File: config.mk
export PLATFORM = sky130hd
export DESIGN_NAME = delay_rx
export DESIGN_NICKNAME = d
export VERILOG_FILES = /design/src/rtl/delay_rx.sv
export SDC_FILE = /design/constraint.sdc
export NUM_CORES = 1
export LEC_CHECK = 0
export ABC_AREA = 1
export CORE_ASPECT_RATIO = 0.8
export CORE_UTILIZATION = 40
export CTS_CLUSTER_DIAMETER = 60
export DETAILED_ROUTE_END_ITERATION = 8
export GPL_ROUTABILITY_DRIVEN = 0
export PLACE_DENSITY_LB_ADDON = 0.15
export SETUP_SLACK_MARGIN = 0.4
export SLEW_MARGIN = 10
export SYNTH_ARGS = -nofsm -noshare
export SYNTH_HDL_FRONTEND = slang
export SYNTH_SLANG_ARGS = --single-unit
File: constraint.sdc
create_clock -name clk_i -period 4.3 [get_ports clk_i]
set_input_delay 1.29 -clock clk_i [delete_from_list [all_inputs] [get_ports clk_i]]
set_output_delay 1.29 -clock clk_i [all_outputs]
set_load 0.02 [all_outputs]
File: src/rtl/delay_rx.sv
// delay_rx: circular-buffer receive FIFO with one-cycle pass-through, sticky overflow and sync flush.
module delay_rx #(
  parameter int delay_size = 8,
  parameter int cnt_size   = 4
) (
  input  logic                  clk_i,
  input  logic                  reset_ni,
  input  logic                  valid_i,
  input  logic [delay_size-1:0] in_i,
  output logic                  next_o,
  output logic [delay_size-1:0] out_o,
  output logic                  ready_o,
  input  logic                  take_i,
  input  logic                  clear_i,
  output logic [cnt_size:0]     count_o,
  output logic                  overflow_o
);
  localparam logic [cnt_size:0] DEPTH = {1'b1, {cnt_size{1'b0}}};
  logic [delay_size-1:0] mem_q [2**cnt_size];
  logic [cnt_size-1:0]   wr_q, wr_d, rd_q, rd_d;
  logic [cnt_size:0]     count_q, count_d;
  logic                  ovf_q, ovf_d;
  logic                  pop, push, drop;
  assign ready_o    = count_q != '0;
  assign next_o     = count_q < DEPTH;
  assign count_o    = count_q;
  assign overflow_o = ovf_q;
  assign out_o      = ready_o ? mem_q[rd_q] : '0;
  always_comb begin
    pop     = take_i & ready_o & ~clear_i;
    push    = valid_i & ~clear_i & (next_o | pop);
    drop    = valid_i & ~clear_i & ~next_o & ~pop;
    wr_d    = clear_i ? '0 : push ? wr_q + 1'b1 : wr_q;
    rd_d    = clear_i ? '0 : pop ? rd_q + 1'b1 : rd_q;
    count_d = clear_i ? '0 : (push & ~pop) ? count_q + 1'b1 : (pop & ~push) ? count_q - 1'b1 : count_q;
    ovf_d   = ~clear_i & (ovf_q | drop);
  end
  always_ff @(posedge clk_i or negedge reset_ni) begin
    if (!reset_ni) begin
      wr_q    <= '0;
      rd_q    <= '0;
      count_q <= '0;
      ovf_q   <= 1'b0;
    end else begin
      wr_q    <= wr_d;
      rd_q    <= rd_d;
      count_q <= count_d;
      ovf_q   <= ovf_d;
    end
  end
  // Storage is unreset; only words behind a valid count are ever exposed.
  always_ff @(posedge clk_i) begin
    if (push) mem_q[wr_q] <= in_i;
  end
endmodule

==> run_results.csv <==
group,metric,value,unit
status,status,"complete, no violations",
grt,grt_use_met2,0.281,
timing,holdWs,0.479,ns
cells_and_area,final_cell_mix,"edfxtp_1 (128), nand2_1 (104), nor2_1 (68)",
placed_design,placed_area,6610,um2
cells_and_area,design_area,7230,um2
timing,setup_viol,0,
routing,routed_wl,14.4,mm
pwr,pwr_density_cell,560,nW/um2
clocking,clk_latency,0.42,ns
clocking,cts.sinks,142,
placed_design,dp_hpwl,8.90,mm
logic_synthesis,synth.avg_cell_area,12.1,um2
pwr,ir_drop,0.262,mV
cells_and_area,multi_input_area,1690,um2
cells_and_area,seq_area,4200,um2
grt,grt-ovfl-total,0,
worst_setup_path,worstSetupPathType,"reg2out",
clocking,h-tree-depth,4,
worst_setup_path,startpoint,"rd_q[0]",
timing,timing.fmax,265,MHz
timing,finalSetupTns,0,ns
logic_synthesis,ys_seq_area_frac,0.691,
floorplanning,die_h,112,um
floorplanning,die_w,140,um
worst_setup_path,worst-path-max-fanout,46,
cells_and_area,final_common_cell,"edfxtp_1",
routing,wl_per_cell,19.3,um
cells_and_area,fill_cells,1281,
pwr,leakage,2.72,nW
logic_synthesis,yosysWarnings,0,
floorplanning,die-area,15700,um2
floorplanning,initial_core_util,0.418,
logic_synthesis,syn-cell-area,6070,um2
worst_setup_path,worstPathRequired,3.01,ns
worst_setup_path,crit_path_end_kind,"output port",
clocking,clk_pin_slew_worst_paths,0.06,ns
grt,use_met3,0.0456,
logic_synthesis,ys_types,34,
logic_synthesis,syn_nets,525,
logic_synthesis,netlist_instances,502,
cells_and_area,diodes,0,
logic_synthesis,async_flop_share,0.0986,
worst_setup_path,r2r_start,"count_o[0]",
timing,slew_viol_final,0,
timing,maxSlewHeadroom,0.451,
floorplanning,io_pins,29,
grt,met1_usage,0.278,
clocking,cts_tree,"done",
timing,rsz0062_at_grt,"yes",
timing,finClkSkew,0.0111,ns
timing,worstMarginPinSlew,0.820,ns
placed_design,port_buffers,28,
timing,finalCritPeriodShare,0.876,
min_path,hold_depth,2,
grt,grt_max_degree,66,
grt,grt_pass1_vias,3737,
grt,antenna_found_initial,0,
timing,fin_crit,3.77,ns
clocking,cts_root_buf,"clkbuf_16",
cells_and_area,layout.nets,572,
grt,top_usage_layer,"met2",
logic_synthesis,synth_edf_count,128,
worst_setup_path,rr_worst_depth,13,
routing,dr.pass1.iters,4,
timing,hold_violations,0,
grt,grt_usage,0.191,
floorplanning,num_rows,39,
cells_and_area,area_delta_synth_final,19.0,%
cells_and_area,final_util,0.497,
routing,via_per_inst,5.16,
routing,postRouteAntennaNets,0,
worst_setup_path,worstPathArrival,2.48,ns
pwr,finalPower,4.05,mW
clocking,cts-buffers-inserted,17,
clocking,clockBufferDepth,2,
grt,grt_first_pass_wirelength,21.9,mm
routing,dr.first_iter.drc_count,305,
min_path,hold_path.class,"reg2reg",
routing,drc,0,
flow_run,maxCapViolations,0,
routing,vias,3852,
worst_setup_path,startpoint_type,"flip-flop",
logic_synthesis,synth_ff_type,"edfxtp_1",
logic_synthesis,ys_ff_latch,142,
floorplanning,design.core.area,14500,um2
min_path,holdCritStartpoint,"overflow_o",
cells_and_area,layout-drive-gt1-share,0.119,
-- routing by layer --
metal  wire, um  share of wire  vias up
li1           -              -     1868
met1       6820           0.47     1872
met2       6580           0.46      110
met3        920          0.064        2
met4         38         0.0026        0
met5          0              0        -
-- state kept, by name, indices dropped and copies added (netlist names) --
signal and count:
rd_q 4, wr_q 4, count_o 5, overflow_o 1
mem_q 128
-- power by group --
part | leakage (nW) | total [mW] | internal (mW) | switching, mW
registers | 1.34 | 1.60 | 1.55 | 0.0499
clock network | 0.276 | 1.42 | 0.900 | 0.520
logic | 1.11 | 1.02 | 0.396 | 0.628
-- cell usage after synthesis (6+ instances only) --
| cell type | n | share of area |
|---|---|---|
| o21ai_0 | 39 | 0.032 |
| nand2_1 | 104 | 0.064 |
| inv_1 | 10 | 0.0062 |
| o21ai_1 | 13 | 0.011 |
| nor2_1 | 68 | 0.042 |
| nand2_4 | 6 | 0.011 |
| buf_2 | 8 | 0.0066 |
| a21oi_1 | 29 | 0.024 |
| dfrtp_1 | 14 | 0.058 |
| edfxtp_1 | 128 | 0.63 |
| mux2i_1 | 7 | 0.012 |
| nand3_1 | 8 | 0.0066 |
| o22ai_1 | 16 | 0.016 |
| a21boi_0 | 7 | 0.0087 |
| ha_1 | 9 | 0.019 |
-- critical path, cell delays in order, from the launching register on --
cell and delay [ns]:
dfrtp_2 0.46, inv_1 0.14, buf_12 0.23, nor2_1 0.07
o22ai_1 0.17, nand2_1 0.08, nand2_1 0.08, nand2_1 0.07
nor2_1 0.15, clkdlybuf4s50_1 0.62
-- stage by stage --
step,instances,worst slack (ns)
detailed placement,713,0.646
finish,746,0.532
CTS,745,0.414
global route,746,0.321
floorplan,502,1.46
global placement,713,0.716
-- repair_timing --
| item | 4_1_cts | 5_1_grt |
|---|---|---|
| endpoints found under the setup margin | 8 | 8 |
| hold buffers | 0 | 0 |
| buffers inserted | 0 | 0 |
| gates cloned | 0 | 1 |
| endpoints found under the hold margin | 0 | 0 |
| gates resized for setup | 2 | 9 |
-- cells by family after synthesis --
logic type / share of synthesized area
simple gates: 0.133
flops: 0.691
compound gates: 0.108
buf+inv: 0.0319
fa+ha+maj: 0.0218
mux: 0.0115
xor+xnor: 0.00288
-- area by class of cell --
type	instances	share of cell area
clock inverter	10	0.0166
timing repair buffer	48	0.0675
inverter	16	0.00900
clock buffer	22	0.0614
multi-input combinational	324	0.233
sequential	142	0.580
tap	184	0.0318
-- worst paths after layout --
path                       slack (ns)         end
setup / recovery                 0.53    out_o[7]
hold / removal                   0.48  overflow_o
setup reg to reg                 1.83  count_o[4]
hold reg to reg                  0.48  overflow_o
max in group asynchronous        2.54     rd_q[1]
min in group asynchronous        1.28  count_o[3]
Note: power is estimated with default switching activity, not from simulation.
